<file path="src/rtl/spi_result_reporter.sv">
`timescale 1ns/1ps
`default_nettype none
// ============================================================================
// Module   : spi_result_reporter
// Purpose  : Round-robin SPI master shipping per-channel result words to one
//            slave each, with optional readback-and-compare frame.
// Revision : 1.0
// ============================================================================
module spi_result_reporter #(
    parameter int SLAVE_COUNT                = 3,
    parameter int DATA_WIDTH                 = 16,
    parameter int SCLK_RATIO                 = 10,
    parameter int SLAVE_REQUIRED_HIGH_CYCLES = 1,
    parameter int SYNC_FLOPS                 = 2,
    parameter int READBACK                   = 1
) (
    input  logic                              clk,
    input  logic                              reset,
    input  logic [SLAVE_COUNT-1:0]            result_valid,
    input  logic [SLAVE_COUNT*DATA_WIDTH-1:0] result_data,
    output logic [SLAVE_COUNT-1:0]            result_ready,
    output logic                              spi_sclk,
    output logic                              spi_mosi,
    input  logic                              spi_miso,
    output logic [SLAVE_COUNT-1:0]            spi_ss_out,
    output logic                              busy,
    output logic [SLAVE_COUNT-1:0]            frame_done,
    output logic [SLAVE_COUNT-1:0]            echo_mismatch
);
    localparam int c_H       = SCLK_RATIO / 2;
    localparam int c_GAP     = SLAVE_REQUIRED_HIGH_CYCLES * SCLK_RATIO;
    localparam int c_CNT_MAX = (c_GAP > c_H) ? c_GAP : c_H;
    localparam int c_CW      = $clog2(c_CNT_MAX + 1);
    localparam int c_PW      = (SLAVE_COUNT > 1) ? $clog2(SLAVE_COUNT) : 1;
    localparam int c_BW      = (DATA_WIDTH > 1) ? $clog2(DATA_WIDTH) : 1;

    typedef enum logic [2:0] {
        S_IDLE     = 3'd0,
        S_SETUP    = 3'd1,
        S_SHIFT_HI = 3'd2,
        S_SHIFT_LO = 3'd3,
        S_HOLD     = 3'd4,
        S_GAP      = 3'd5
    } state_t;

    state_t                  r_state;
    logic [c_CW-1:0]         r_cnt;
    logic [c_BW-1:0]         r_bit;
    logic [c_PW-1:0]         r_rr_ptr;
    logic [c_PW-1:0]         r_sel;
    logic                    r_rd;
    logic [DATA_WIDTH-1:0]   r_word;
    logic [DATA_WIDTH-1:0]   r_tx;
    logic [DATA_WIDTH-1:0]   r_rx;
    logic [SLAVE_COUNT-1:0]  r_ready;
    logic [SLAVE_COUNT-1:0]  r_ss;
    logic [SLAVE_COUNT-1:0]  r_done;
    logic [SLAVE_COUNT-1:0]  r_echo;
    logic                    r_sclk;
    logic                    r_mosi;
    logic                    r_busy;

    logic                    w_found;
    logic [c_PW-1:0]         w_win;
    logic [c_PW-1:0]         w_next_ptr;
    logic [c_PW:0]           w_sum;
    logic [SLAVE_COUNT-1:0]  w_win_oh;
    logic [SLAVE_COUNT-1:0]  w_sel_oh;
    logic [DATA_WIDTH-1:0]   w_din;
    logic [DATA_WIDTH-1:0]   w_tx_next;
    logic                    w_miso_s;

    // Scan downward so the candidate closest to r_rr_ptr is written last and wins.
    always_comb begin
        w_found = 1'b0;
        w_win   = '0;
        w_sum   = '0;
        for (int k = SLAVE_COUNT - 1; k >= 0; k--) begin
            w_sum = {1'b0, r_rr_ptr} + (c_PW + 1)'(k);
            if (w_sum >= (c_PW + 1)'(SLAVE_COUNT)) begin
                w_sum = w_sum - (c_PW + 1)'(SLAVE_COUNT);
            end
            if (result_valid[w_sum[c_PW-1:0]]) begin
                w_found = 1'b1;
                w_win   = w_sum[c_PW-1:0];
            end
        end
    end

    always_comb begin
        w_next_ptr = (w_win == c_PW'(SLAVE_COUNT - 1)) ? '0 : w_win + 1'b1;
        w_win_oh = '0;
        w_win_oh[w_win] = 1'b1;
        w_sel_oh = '0;
        w_sel_oh[r_sel] = 1'b1;
        w_din     = result_data[w_win*DATA_WIDTH +: DATA_WIDTH];
        w_tx_next = r_tx << 1;
    end

    generate
        if (SYNC_FLOPS > 1) begin : g_sync_multi
            logic [SYNC_FLOPS-1:0] r_sync;
            always_ff @(posedge clk or posedge reset) begin
                if (reset) r_sync <= '0;
                else       r_sync <= {r_sync[SYNC_FLOPS-2:0], spi_miso};
            end
            assign w_miso_s = r_sync[SYNC_FLOPS-1];
        end else begin : g_sync_single
            logic r_sync;
            always_ff @(posedge clk or posedge reset) begin
                if (reset) r_sync <= 1'b0;
                else       r_sync <= spi_miso;
            end
            assign w_miso_s = r_sync;
        end
    endgenerate

    always_ff @(posedge clk or posedge reset) begin
        if (reset) begin
            r_state  <= S_IDLE;
            r_cnt    <= '0;
            r_bit    <= '0;
            r_rr_ptr <= '0;
            r_sel    <= '0;
            r_rd     <= 1'b0;
            r_word   <= '0;
            r_tx     <= '0;
            r_rx     <= '0;
            r_ready  <= '0;
            r_ss     <= '1;
            r_done   <= '0;
            r_echo   <= '0;
            r_sclk   <= 1'b0;
            r_mosi   <= 1'b0;
            r_busy   <= 1'b0;
        end else begin
            r_ready <= '0;
            r_done  <= '0;
            case (r_state)
                S_IDLE: begin
                    if (w_found) begin
                        r_ready  <= w_win_oh;
                        r_busy   <= 1'b1;
                        r_sel    <= w_win;
                        r_rr_ptr <= w_next_ptr;
                        r_word   <= w_din;
                        r_tx     <= w_din;
                        r_mosi   <= w_din[DATA_WIDTH-1];
                        r_rd     <= 1'b0;
                        r_bit    <= '0;
                        // One extra count: the grant cycle itself keeps SS high.
                        r_cnt    <= c_CW'(c_H);
                        r_state  <= S_SETUP;
                    end
                end
                S_SETUP: begin
                    r_ss <= ~w_sel_oh;
                    if (r_cnt == '0) begin
                        r_sclk  <= 1'b1;
                        r_cnt   <= c_CW'(c_H - 1);
                        r_state <= S_SHIFT_HI;
                    end else begin
                        r_cnt <= r_cnt - 1'b1;
                    end
                end
                S_SHIFT_HI: begin
                    if (r_cnt == '0) begin
                        r_sclk  <= 1'b0;
                        r_tx    <= w_tx_next;
                        r_mosi  <= r_rd ? 1'b0 : w_tx_next[DATA_WIDTH-1];
                        if (r_rd) begin
                            r_rx <= {r_rx[DATA_WIDTH-2:0], w_miso_s};
                        end
                        r_cnt   <= c_CW'(c_H - 1);
                        r_state <= S_SHIFT_LO;
                    end else begin
                        r_cnt <= r_cnt - 1'b1;
                    end
                end
                S_SHIFT_LO: begin
                    if (r_cnt == '0) begin
                        r_cnt <= c_CW'(c_H - 1);
                        if (r_bit == c_BW'(DATA_WIDTH - 1)) begin
                            r_state <= S_HOLD;
                        end else begin
                            r_sclk  <= 1'b1;
                            r_bit   <= r_bit + 1'b1;
                            r_state <= S_SHIFT_HI;
                        end
                    end else begin
                        r_cnt <= r_cnt - 1'b1;
                    end
                end
                S_HOLD: begin
                    if (r_cnt == '0) begin
                        r_ss    <= '1;
                        r_mosi  <= 1'b0;
                        r_cnt   <= c_CW'(c_GAP - 1);
                        r_state <= S_GAP;
                        if (r_rd && (r_rx != r_word)) begin
                            r_echo[r_sel] <= 1'b1;
                        end
                    end else begin
                        r_cnt <= r_cnt - 1'b1;
                    end
                end
                S_GAP: begin
                    if (r_cnt == '0) begin
                        if ((READBACK != 0) && !r_rd) begin
                            r_rd    <= 1'b1;
                            r_ss    <= ~w_sel_oh;
                            r_tx    <= r_word;
                            r_bit   <= '0;
                            r_mosi  <= 1'b0;
                            r_cnt   <= c_CW'(c_H - 1);
                            r_state <= S_SETUP;
                        end else begin
                            r_done  <= w_sel_oh;
                            r_busy  <= 1'b0;
                            r_mosi  <= 1'b0;
                            r_state <= S_IDLE;
                        end
                    end else begin
                        r_cnt <= r_cnt - 1'b1;
                    end
                end
                default: r_state <= S_IDLE;
            endcase
        end
    end

    assign result_ready  = r_ready;
    assign spi_sclk      = r_sclk;
    assign spi_mosi      = r_mosi;
    assign spi_ss_out    = r_ss;
    assign busy          = r_busy;
    assign frame_done    = r_done;
    assign echo_mismatch = r_echo;

endmodule
`default_nettype wire
</file>
<file path="config.mk">
export PLATFORM = sky130hd
export DESIGN_NAME = spi_result_reporter
export DESIGN_NICKNAME = d
export VERILOG_FILES = /design/src/rtl/spi_result_reporter.sv
export SDC_FILE = /design/constraint.sdc
export NUM_CORES = 1
export LEC_CHECK = 0
export BUFFER_PORTS_ARGS = -buffer_cell sky130_fd_sc_hd__buf_2
export CORE_AREA = 2 2 104 106
export DETAILED_ROUTE_END_ITERATION = 10
export DIE_AREA = 0 0 106 108
export SLEW_MARGIN = 20
export SYNTH_ARGS = -nofsm -noshare
export SYNTH_HDL_FRONTEND = slang
export SYNTH_SLANG_ARGS = --single-unit
</file>
<file path="constraint.sdc">
create_clock -name clk -period 2.9 [get_ports clk]
set_clock_uncertainty 0.2 [all_clocks]
set_input_delay 0.145 -clock clk [delete_from_list [all_inputs] [get_ports clk]]
set_output_delay 0.145 -clock clk [all_outputs]
set_load 0.01 [all_outputs]
</file>
==> run metrics <==
Synth Area in XOR/XNOR=0.0308; FF+latch count, synth=80; Final min period=2.62 ns; GR Overflow Total=0; Worst R2R End=r_rr_ptr[1]$_DFFE_PP0P_; Initial DRC Count=213; initial antenna violation count=0; post-synthesis mux area share=0.112; combinational group share of total power=0.432; Area Overhead vs Synth=20.6%; # fillers=948; pwr dens=825 nW/µm²; worst-path fanout max=19; Reg power frac=0.383; LEAKAGE=2.74 nW; Pins Over Slew Limit=0; vias post-DR=3,793; CTS root buf=clkbuf_8; most frequent cell after synthesis=nand2_1; RSZ-0062 raised after global routing=no; TritonCTS Buffers=9; clk sink count=80; Worst Tran Pin Value=0.738 ns; Synth async-reset ratio=1.00; setup TNS=0 ns; Die Height=108 µm; Slew HR=0.508; routed length per placed instance=15.9 µm; largest family of logic cells by synthesized area=compound AO/OA/AOI/OAI gates; Reg-to-Reg Start=r_rr_ptr[0]$_DFFE_PP0P_; GPL Wtd Cong=0.810; Clock Pin Slew Worst Setup and Hold Paths=0.07 ns; Final Instance Count excl. Fillers=696; Routed Antenna Nets=0; Compound-Gate Fraction of Synth Area=0.189; Worst Setup Start Kind=flop; Fmax=0.382 GHz; Worst R2R Path Depth=8; Worst Setup EP=r_rr_ptr[1]$_DFFE_PP0P_; post-DR vias/cell=5.45; Nets=615; Post-Synthesis Cell Area=4550 µm²; sequential-to-total area share from yosys stat=0.441; CTS H-Tree Depth=3; crit path launch=r_rr_ptr[0]$_DFFE_PP0P_; hold_sp=result_data[45]; Post-synth EDFFs=0; DRC Markers=0; Tcrit/Tclk final=0.903; Die W=106 µm; share of cells above drive strength 1=0.250; die area=11,400 µm²; Final Hold Vio Count=0; largest net degree at the start of global routing=42; maximum VDD drop=0.672 mV; worst path arrival time=2.67 ns; Total Routed Length=11,100 µm; critical path data required time=2.95 ns; Post-Synth Adder-Cell Area=0.0165; core box area=10,200 µm²; diode count=0; Area contributors post-synth=dfrtp_1 42%, nand2_1 7.9%, mux2i_1 7.3%, mux2_2 4.0%, a221o_1 3.3%; Max Cap Viol=0; GRT Resource Usage Total=0.203; Yosys top cell by area=dfrtp_1; vias in the first global route=3,631; share of the synthesized area in the top cell type=0.424; Post-synth top cells=96 x nand2_1, 77 x dfrtp_1, 33 x mux2i_1, 17 x o21ai_0; DR pass1 iterations=7; Cell variety after synth=55; first-pass GRT wire length=18,200 µm; Hold Crit Class=primary input to flop; kind of critical path=flop to flop; total power=4.52 mW; Syn. warnings=0; Psw=1.78 mW; Ports=69; Cell Int Power=2.75 mW; DPL Wire Length=7720 µm; flop2flop setup slack=0.28 ns; Post-synth top flop=dfrtp_1; Synth Area in Simple Gates=0.167; worst skew pair latency=0.37 ns; Initial Util=0.445; Syn Inst Count=465; IO Port Bufs=68; # setup viols final=0; Syn Area/Cell=9.78 µm²; Placed Cells=656; outcome=finished clean; syn_nets=525; clk buf depth=2; Worst setup EP type=flop; Row Count=37; Clk pwr share=0.184; switch share=0.393; CTS tree=done
[worst min path at each step]
| stage | endpoint | slack (ns) | depth (start not counted) |
|---|---|---|---|
| after floorplan | g_sync_multi.r_sync[0]$_DFF_PP0_ | -0.02 | 0 |
| after global placement | g_sync_multi.r_sync[0]$_DFF_PP0_ | 0.06 | 1 |
| after detailed placement | g_sync_multi.r_sync[0]$_DFF_PP0_ | 0.07 | 1 |
| after CTS | r_tx[13]$_DFFE_PP0P_ | 0.004 | 3 |
| after global routing | r_tx[11]$_DFFE_PP0P_ | 0.05 | 4 |
| final | r_tx[13]$_DFFE_PP0P_ | 0.005 | 3 |
[power by group through the flow]
stage	clock [mW]	combinational, mW	sequential [mW]
floorplan	0	1.48	1.67
global placement	0	1.85	1.74
detailed placement	0	1.89	1.75
CTS	0.850	1.92	1.73
global route	0.903	2.20	1.79
finish	0.834	1.96	1.73
[critical path, cell delays in order, from the launching register on]
cell and delay (ns):
dfrtp_1 0.35, inv_1 0.07, ha_1 0.42, a22o_1 0.22, a211o_1 0.30, a21o_1 0.22
and2_2 0.30, and2_1 0.25, a21o_1 0.17
[cells by family after synthesis]
family	count (synthesis)
buf+inv	40
compound gates	112
fa+ha+maj	6
mux	49
xor+xnor	16
flops	80
simple gates	162
[routing by layer]
| layer | vias up | routed length (µm) | GRT usage |
|---|---|---|---|
| met5 | - | 0 | 0 |
| met3 | 13 | 426 | 0.0301 |
| met4 | 0 | 206 | 0.0789 |
| met2 | 96 | 4900 | 0.310 |
| met1 | 1831 | 5550 | 0.294 |
| li1 | 1853 | - | - |
[metrics by stage]
stage / cell area (µm²) / util / worst slack (ns) / hold WS [ns]
6_report: 5490 / 0.536 / 0.281 / 0.00535
5_1_grt: 5490 / 0.536 / 0.0701 / 0.0459
3_5_place_dp: 5050 / 0.493 / 0.0990 / 0.0653
3_3_place_gp: 5050 / 0.493 / 0.132 / 0.0628
4_1_cts: 5410 / 0.529 / 0.0827 / 0.00374
2_1_floorplan: 4550 / - / 0.505 / -0.0236
[cell type report]
| class | instances | area, µm² | share of cell area |
|---|---|---|---|
| Multi-Input combinational cell | 345 | 2350 | 0.429 |
| Inverter | 12 | 46.3 | 0.00844 |
| Clock inverter | 5 | 56.3 | 0.0103 |
| Clock buffer | 11 | 141 | 0.0258 |
| Sequential cell | 80 | 2010 | 0.366 |
| Tap cell | 136 | 170 | 0.0310 |
| Timing Repair Buffer | 107 | 713 | 0.130 |
[registers in the layout, summed over array words and instances (netlist names)]
| name | count |
|---|---|
| result_ready | 3 |
| r_state | 3 |
| r_word | 16 |
| busy | 1 |
| r_rx | 16 |
| r_rd | 1 |
| r_tx | 15 |
| r_bit | 4 |
| r_cnt | 4 |
| echo_mismatch | 3 |
| frame_done | 3 |
| spi_mosi | 1 |
| r_rr_ptr | 2 |
| r_sel | 2 |
| spi_sclk | 1 |
| g_sync_multi.r_sync | 2 |
| spi_ss_out | 3 |
[layout by cell type, fill, tap and decap left out, drive strengths merged, types with 11 or more instances in the layout]
cell | Yosys | routed
a21o | 13 | 13
a21oi | 17 | 17
a221o | 15 | 15
a22o | 15 | 15
buf | 21 | 90
clkbuf | 7 | 11
dfrtp | 77 | 77
dlygate4sd3 | 0 | 17
inv | 12 | 11
mux2 | 16 | 16
mux2i | 33 | 33
nand2 | 96 | 96
nor2 | 14 | 14
o21ai | 19 | 19
o221ai | 16 | 16
xnor2 | 16 | 16
[timing repair]
action                                  CTS  global route
hold buffers                             17             0
gates resized for setup                   0             2
hold endpoints to repair                 68             0
endpoints found under the setup margin    0            33
setup buffers                             0             7
No activity file was read; power rests on OpenSTA's default activity.
